$ cat src/rtl/cam_pkg.sv
// rtl/cam_pkg.sv - shared types and constants for the camera window capture (CAM_BYTE_PAIR_EN widens pixels)
package cam_pkg;

  typedef enum logic [1:0] {
    WAIT_VS,
    WAIT_LINE,
    IN_LINE,
    DONE
  } cam_state_t;

  localparam int CAM_STEP_W = 4;

`ifdef CAM_BYTE_PAIR_EN
  localparam int CAM_WR_MULT = 2;
`else
  localparam int CAM_WR_MULT = 1;
`endif

endpackage

$ cat src/rtl/cam_window_capture_if.sv
// rtl/cam_window_capture_if.sv - camera input bus and frame-buffer write bus of the capture block
interface cam_window_capture_if #(
  parameter int DATA_W = 8,
  parameter int ADDR_W = 17
);
  import cam_pkg::*;

  localparam int WR_W = DATA_W * CAM_WR_MULT;

  logic              vsync;
  logic              href;
  logic [DATA_W-1:0] d_in;
  logic              wr_en;
  logic [ADDR_W-1:0] wr_addr;
  logic [WR_W-1:0]   wr_data;

  modport master (
    output vsync, href, d_in,
    input  wr_en, wr_addr, wr_data
  );

  modport slave (
    input  vsync, href, d_in,
    output wr_en, wr_addr, wr_data
  );

endinterface

$ cat src/rtl/cam_edge_sync.sv
// rtl/cam_edge_sync.sv - single register stage with rise/fall detect on the registered value
module cam_edge_sync (
  input  logic clk,
  input  logic rst_n,
  input  logic d,
  output logic q,
  output logic rise,
  output logic fall
);

  logic q_d;

  always_ff @(posedge clk or negedge rst_n) begin
    if (!rst_n) begin
      q   <= 1'b0;
      q_d <= 1'b0;
    end else begin
      q   <= d;
      q_d <= q;
    end
  end

  assign rise = q & ~q_d;
  assign fall = ~q & q_d;

endmodule

$ cat src/rtl/cam_window_capture.sv
// rtl/cam_window_capture.sv - windowed, line-decimated camera capture to linear frame-buffer writes
// CAM_BYTE_PAIR_EN: two bytes per pixel, wr_data is the byte pair with the first byte in the upper half
module cam_window_capture
  import cam_pkg::*;
#(
  parameter int DATA_W = 8,
  parameter int PIX_W  = 10,
  parameter int LINE_W = 9,
  parameter int ADDR_W = 17
) (
  input  logic                  pclk,
  input  logic                  res_n,
  cam_window_capture_if.slave   cam,
  input  logic [PIX_W-1:0]      x_start,
  input  logic [PIX_W-1:0]      x_len,
  input  logic [LINE_W-1:0]     y_start,
  input  logic [LINE_W-1:0]     y_len,
  input  logic [CAM_STEP_W-1:0] y_step,
  output logic [LINE_W-1:0]     line_cnt,
  output logic                  frame_done,
  output logic                  overflow
);

  cam_state_t state, state_nxt;

  logic vs_q, vs_rise, vs_fall;
  logic hr_q, hr_rise, hr_fall;

  logic [PIX_W:0]          xs_s, xe_s, pix_q, p_cur;
  logic [LINE_W:0]         ys_s, ye_s, line_ext;
  logic [CAM_STEP_W-1:0]   step_s, step_cnt;
  logic [LINE_W-1:0]       line_idx;
  logic [ADDR_W-1:0]       addr_q;
  logic [DATA_W-1:0]       d_q;
  logic                    cap_q, addr_full;
  logic                    line_start, line_active, y_in_win, line_hit, cap_now;
  logic                    pix_due, x_hit, write_due, last_line;

  cam_edge_sync u_vs_sync (.clk(pclk), .rst_n(res_n), .d(cam.vsync), .q(vs_q), .rise(vs_rise), .fall(vs_fall));
  cam_edge_sync u_hr_sync (.clk(pclk), .rst_n(res_n), .d(cam.href),  .q(hr_q), .rise(hr_rise), .fall(hr_fall));

  // The first pixel of a line is presented in the same cycle the href rise is seen.
  assign line_start  = (state == WAIT_LINE) && hr_rise && !vs_q;
  assign line_active = line_start || ((state == IN_LINE) && hr_q);
  assign line_ext    = {1'b0, line_cnt};
  assign y_in_win    = (line_ext >= ys_s) && (line_ext < ye_s);
  assign line_hit    = y_in_win && (step_cnt == '0);
  assign cap_now     = line_start ? line_hit : cap_q;
  assign p_cur       = line_start ? '0 : pix_q;
  assign x_hit       = !p_cur[PIX_W] && (p_cur >= xs_s) && (p_cur < xe_s);
  assign write_due   = line_active && cap_now && pix_due && x_hit;
  assign last_line   = (ys_s != ye_s) && (({1'b0, line_idx} + (LINE_W+1)'(1)) == ye_s);

  assign cam.wr_en   = write_due && !addr_full;
  assign cam.wr_addr = addr_q;

`ifdef CAM_BYTE_PAIR_EN
  logic              ph_q, byte_ph;
  logic [DATA_W-1:0] hi_q;

  assign byte_ph     = line_start ? 1'b0 : ph_q;
  assign pix_due     = byte_ph;
  assign cam.wr_data = {hi_q, d_q};

  always_ff @(posedge pclk or negedge res_n) begin
    if (!res_n) begin
      ph_q <= 1'b0;
      hi_q <= '0;
    end else begin
      ph_q <= line_active ? ~byte_ph : 1'b0;
      if (line_active && !byte_ph) hi_q <= d_q;
    end
  end
`else
  assign pix_due     = 1'b1;
  assign cam.wr_data = d_q;
`endif

  always_ff @(posedge pclk or negedge res_n) begin
    if (!res_n) state <= WAIT_VS;
    else        state <= state_nxt;
  end

  always_comb begin
    state_nxt  = state;
    frame_done = 1'b0;
    if (vs_rise) begin
      state_nxt = WAIT_VS;
    end else begin
      case (state)
        WAIT_VS:   if (vs_fall) state_nxt = WAIT_LINE;
        WAIT_LINE: if (line_start) state_nxt = IN_LINE;
        IN_LINE: begin
          if (hr_fall) begin
            if (last_line) begin
              state_nxt  = DONE;
              frame_done = 1'b1;
            end else begin
              state_nxt = WAIT_LINE;
            end
          end
        end
        DONE:      state_nxt = DONE;
        default:   state_nxt = WAIT_VS;
      endcase
    end
  end

  always_ff @(posedge pclk or negedge res_n) begin
    if (!res_n) begin
      d_q       <= '0;
      xs_s      <= '0;
      xe_s      <= '0;
      ys_s      <= '0;
      ye_s      <= '0;
      step_s    <= '0;
      step_cnt  <= '0;
      line_cnt  <= '0;
      line_idx  <= '0;
      pix_q     <= '0;
      cap_q     <= 1'b0;
      addr_q    <= '0;
      addr_full <= 1'b0;
      overflow  <= 1'b0;
    end else begin
      d_q <= cam.d_in;
      if (vs_fall) begin
        xs_s      <= {1'b0, x_start};
        xe_s      <= {1'b0, x_start} + {1'b0, x_len};
        ys_s      <= {1'b0, y_start};
        ye_s      <= {1'b0, y_start} + {1'b0, y_len};
        step_s    <= (y_step == '0) ? CAM_STEP_W'(1) : y_step;
        step_cnt  <= '0;
        line_cnt  <= '0;
        addr_q    <= '0;
        addr_full <= 1'b0;
        overflow  <= 1'b0;
      end
      if (hr_rise && !vs_q && (state != WAIT_VS) && (line_cnt != '1))
        line_cnt <= line_cnt + LINE_W'(1);
      // step_cnt tracks the decimation phase of in-window lines, avoiding a divider
      if (line_start) begin
        cap_q    <= line_hit;
        line_idx <= line_cnt;
        if (y_in_win)
          step_cnt <= (step_cnt == step_s - CAM_STEP_W'(1)) ? '0 : step_cnt + CAM_STEP_W'(1);
      end
      if (line_active)
        pix_q <= (pix_due && !p_cur[PIX_W]) ? p_cur + (PIX_W+1)'(1) : p_cur;
      // The all-ones address is used once; any later write is dropped and flagged.
      if (write_due) begin
        if (addr_full)   overflow  <= 1'b1;
        else if (&addr_q) addr_full <= 1'b1;
        else             addr_q    <= addr_q + ADDR_W'(1);
      end
    end
  end

endmodule

$ cat src/flat_wrapper.sv
// flat-port wrapper written by rule: the top's interface ports become plain ports
module cam_window_capture_flat import cam_pkg::*;
#(
  parameter int DATA_W = 8,
  parameter int PIX_W  = 10,
  parameter int LINE_W = 9,
  parameter int ADDR_W = 17
)
  (pclk, res_n, x_start, x_len, y_start, y_len, y_step, line_cnt, frame_done, overflow, cam_vsync, cam_href, cam_d_in, cam_wr_en, cam_wr_addr, cam_wr_data);
  cam_window_capture_if #(.DATA_W(DATA_W), .ADDR_W(ADDR_W)) cam_i ();
  input  logic pclk;
  input  logic res_n;
  input  logic [PIX_W-1:0] x_start;
  input  logic [PIX_W-1:0] x_len;
  input  logic [LINE_W-1:0] y_start;
  input  logic [LINE_W-1:0] y_len;
  input  logic [CAM_STEP_W-1:0] y_step;
  output logic [LINE_W-1:0] line_cnt;
  output logic frame_done;
  output logic overflow;
  input wire logic [$bits(cam_i.vsync)-1:0] cam_vsync;
  input wire logic [$bits(cam_i.href)-1:0] cam_href;
  input wire logic [$bits(cam_i.d_in)-1:0] cam_d_in;
  output wire logic [$bits(cam_i.wr_en)-1:0] cam_wr_en;
  output wire logic [$bits(cam_i.wr_addr)-1:0] cam_wr_addr;
  output wire logic [$bits(cam_i.wr_data)-1:0] cam_wr_data;
  assign cam_i.vsync = cam_vsync;
  assign cam_i.href = cam_href;
  assign cam_i.d_in = cam_d_in;
  assign cam_wr_en = cam_i.wr_en;
  assign cam_wr_addr = cam_i.wr_addr;
  assign cam_wr_data = cam_i.wr_data;
  cam_window_capture #(.DATA_W(DATA_W), .PIX_W(PIX_W), .LINE_W(LINE_W), .ADDR_W(ADDR_W)) u_core (.pclk(pclk), .res_n(res_n), .cam(cam_i), .x_start(x_start), .x_len(x_len), .y_start(y_start), .y_len(y_len), .y_step(y_step), .line_cnt(line_cnt), .frame_done(frame_done), .overflow(overflow));
endmodule
$ cat config.mk
export PLATFORM = sky130hd
export DESIGN_NAME = cam_window_capture_flat
export DESIGN_NICKNAME = d
export VERILOG_FILES = /design/src/rtl/cam_pkg.sv /design/src/rtl/cam_window_capture_if.sv /design/src/rtl/cam_edge_sync.sv /design/src/rtl/cam_window_capture.sv /design/src/flat_wrapper.sv
export SDC_FILE = /design/constraint.sdc
export NUM_CORES = 1
export LEC_CHECK = 0
export CAP_MARGIN = 15
export CELL_PAD_IN_SITES_DETAIL_PLACEMENT = 1
export CELL_PAD_IN_SITES_GLOBAL_PLACEMENT = 2
export CORE_MARGIN = 4
export CORE_UTILIZATION = 37
export CTS_CLUSTER_SIZE = 14
export DETAILED_ROUTE_END_ITERATION = 10
export HOLD_SLACK_MARGIN = 0.1
export PLACE_DENSITY = 0.94
export SYNTH_ARGS = -nofsm -noshare
export SYNTH_HDL_FRONTEND = slang
export SYNTH_HIERARCHICAL = 1
export SYNTH_SLANG_ARGS = --single-unit
$ cat constraint.sdc
create_clock -name pclk -period 8.35 [get_ports pclk]
set_input_delay 1.67 -clock pclk [delete_from_list [all_inputs] [get_ports pclk]]
set_output_delay 1.67 -clock pclk [all_outputs]
set_load 0.01 [all_outputs]
==> impl_metrics.py <==
metrics = {
    "floorplanning": {
        "die_h_um": 146,
        "dieWidth_um": 146,
        "core-area_um2": 18600,
        "initial_utilization": 0.375,
        "dieArea_um2": 21200,
        "rows": 50,
        "ios": 91,
    },
    "setup_path": {
        "arrival_ps": 4390,
        "worstSetupEndpointType": "primary output",
        "required_ps": 6680,
        "cp-start-kind": "flip-flop",
        "worstSetupPathType": "flip-flop to primary output",
        "crit_fanout": 24,
    },
    "synth": {
        "ys_seq_area_frac": 0.397,
        "ys_ff_latch": 111,
        "synth_fp_nets": 895,
        "synthFlopType": "dfrtp_1",
        "yosysWarnings": 6,
        "synth_simple_gate_area_share": 0.205,
        "synth-adder-area-share": 0.118,
        "netlist_instances": 776,
        "synth_area_um2": 7000,
        "synthMuxAreaShare": 0.0231,
        "postSynth.asyncResetShare": 1.00,
        "avgSynthCellArea_um2": 9.01,
        "synth_xor_area_frac": 0.0538,
        "synth_top_family_by_area": "simple AND/OR/NAND/NOR gates",
        "synth_compound_area_frac": 0.148,
        "synth_edf_count": 0,
        "yosysUniqueCellTypes": 70,
    },
    "global_route": {
        "grt_max_degree": 94,
        "grt_antenna_before_repair": 0,
        "grt-ovfl-total": 0,
        "gr-usage-all-layers": 0.183,
        "grt_pass1_vias": 6271,
        "grt_pass1_wl_um": 31900,
    },
    "clock_network": {
        "h-tree-depth": 3,
        "cts_tree": "yes",
        "numClockSinks": 111,
        "cts_buffer_depth": 2,
        "cts_buffers": 9,
        "cts_root_buf": "clkbuf_16",
        "clk_pin_slew_ps": 70,
        "clock_latency_ps": 360,
        "cts_resized": 0,
        "cts_setup_buffers": 0,
        "holdBufCountCts": 0,
    },
    "power": {
        "peakVddDrop_mv": 0.109,
        "power_density_nw_per_um2": 177,
        "power.total_mw": 1.50,
        "power.leakage_nw": 3.84,
    },
    "route": {
        "routed_via_density": 5.39,
        "wire_per_inst_um": 17.2,
        "wirelength_um": 18800,
        "drt_iter0_drc": 287,
        "first_pass_iters": 4,
        "ant_nets": 0,
        "vias": 5903,
        "drc": 0,
    },
    "timing": {
        "report.final.slew_viol_count": 0,
        "rsz0062_at_grt": "false",
        "skew_ps": 9.96,
        "fin_setup_tns_ps": 0,
        "post-route-min-period_ps": 6060,
        "maxSlewHeadroom": 0.307,
        "worstMarginPinSlew_ps": 1030,
        "hold_viol": 0,
        "fmax_mhz": 165,
        "fin_crit_sh": 0.726,
        "setup-violations-final": 0,
    },
    "finish": {
        "diodes": 0,
        "final_cell_count_no_fill": 1095,
        "drive_above_1_share": 0.0499,
        "syn_to_final_growth_pct": 21.1,
        "finalNetCount": 975,
        "post-route-cell-area_um2": 8470,
    },
    "placement": {
        "dpl.cell_count": 1079,
        "gp_congestion": 0.813,
        "hpwl_um": 13800,
        "placed_area_um2": 8090,
        "portBuffers": 90,
    },
    "min_path": {
        "hold_class": "flip-flop to flip-flop",
    },
    "job": {
        "cap_violations": 0,
    },
    "outcome": {
        "outcome": "completed",
    },
}
[synthesized netlist by cell type (all sizes together), types with 12 or more instances]
master / instances / area share
dfrtp: 111 / 0.40
nand2: 103 / 0.055
o21ai: 75 / 0.054
inv: 70 / 0.038
ha: 63 / 0.11
nand3: 40 / 0.029
nor2: 38 / 0.021
a21oi: 34 / 0.024
xnor2: 31 / 0.039
clkbuf: 16 / 0.0086
and3: 13 / 0.012
xor2: 12 / 0.015
[where the power goes]
group / leakage [nW] / switching [mW] / total [mW] / internal, mW
Combinational: 2.23 / 0.170 / 0.314 / 0.145
Clock: 0.182 / 0.206 / 0.546 / 0.340
Sequential: 1.43 / 0.0494 / 0.637 / 0.587
[kinds of logic (layout without fill, tap and decap cells)]
kind of cell,Yosys count,in the layout
AO/OA/AOI/OAI,166,166
flip-flops,111,111
buffers and inverters,95,180
AND/OR/NAND/NOR,281,281
multiplexers,15,15
adder cells (fa/ha/maj),65,65
XOR/XNOR,43,43
[metal layers]
| metal | vias to the layer above | part of all wire | GRT usage |
|---|---|---|---|
| met5 | - | 0 | 0 |
| met4 | 0 | 0.019 | 0.0632 |
| met3 | 26 | 0.028 | 0.0293 |
| met2 | 94 | 0.50 | 0.317 |
| met1 | 2919 | 0.46 | 0.232 |
| li1 | 2864 | - | - |
[flip-flops by register name, summed over array words and instances (netlist names), 2 cells and up]
| signal | cells |
|---|---|
| u_core/cam.wr_addr | 17 |
| u_core/cam.wr_data | 8 |
| u_core/line_cnt | 9 |
| u_core/line_idx | 9 |
| u_core/pix_q | 11 |
| u_core/state | 2 |
| u_core/step_cnt | 4 |
| u_core/step_s | 4 |
| u_core/xe_s | 11 |
| u_core/xs_s | 10 |
| u_core/ye_s | 10 |
| u_core/ys_s | 9 |
[worst max-delay path, cell delays in order, from the launching register on]
cell and delay, ps:
dfrtp_1 370, nor2b_1 270, nand4bb_2 600, and2_1 460, ha_1 290, nand2_1 70
o21bai_1 160, a221o_1 310, o311ai_1 140, a41oi_4 240, nor4_2 280, buf_4 270
clkdlybuf4s50_1 570
[final timing paths]
path	start	cells past startpoint	endpoint	slack, ps
worst max-delay path	u_core/u_hr_sync/q	12	cam_wr_en	2290
worst min-delay path	u_core/u_hr_sync/q	0	u_core/u_hr_sync/q_d	410
worst max register to register	u_core/u_hr_sync/q	12	u_core/cam.wr_addr[8]	4050
worst min register to register	u_core/u_hr_sync/q	0	u_core/u_hr_sync/q_d	410
max in group asynchronous	res_n	2	u_core/xs_s[8]	5710
min in group asynchronous	res_n	1	u_core/ye_s[0]	1260
[area by class of cell]
cell class / instances / area, µm²
multi-input combinational: 570 / 3830
fill: 2162 / 10200
sequential: 111 / 2780
clock buffer: 11 / 253
tap: 234 / 293
timing repair buffer: 93 / 921
clock inverter: 5 / 128
inverter: 71 / 267
[stage by stage]
stage	hold slack (ps)	setup slack [ps]	util
CTS	420	2250	0.454
global route	447	1950	0.454
floorplan	373	3830	-
detailed placement	403	2690	0.434
finish	413	2290	0.454
global placement	386	2810	0.434
[cell usage in the layout (no fill, tap or decap), types with 5 or more instances in the layout]
cell type        netlist  layout
xor2_1                12      12
mux2i_1                6       6
nand4_1                7       7
xnor2_1               31      31
and3_1                13      13
nor2_1                37      37
dfrtp_1              111     111
a21o_1                 7       7
or3_1                  8       8
mux2_2                 9       9
ha_1                  63      63
nor4_1                 5       5
clkdlybuf4s50_1        0      89
o21ai_0               65      65
a21oi_1               34      34
o21ai_1               10      10
nor3_1                11      11
nor2b_1               11      11
clkbuf_16              0       9
nand3_1               40      40
a31oi_1                5       5
nand3b_1              10      10
nand2_1              103     103
and2_1                 9       9
inv_1                 69      69
Power figures use the tool's default switching activity.
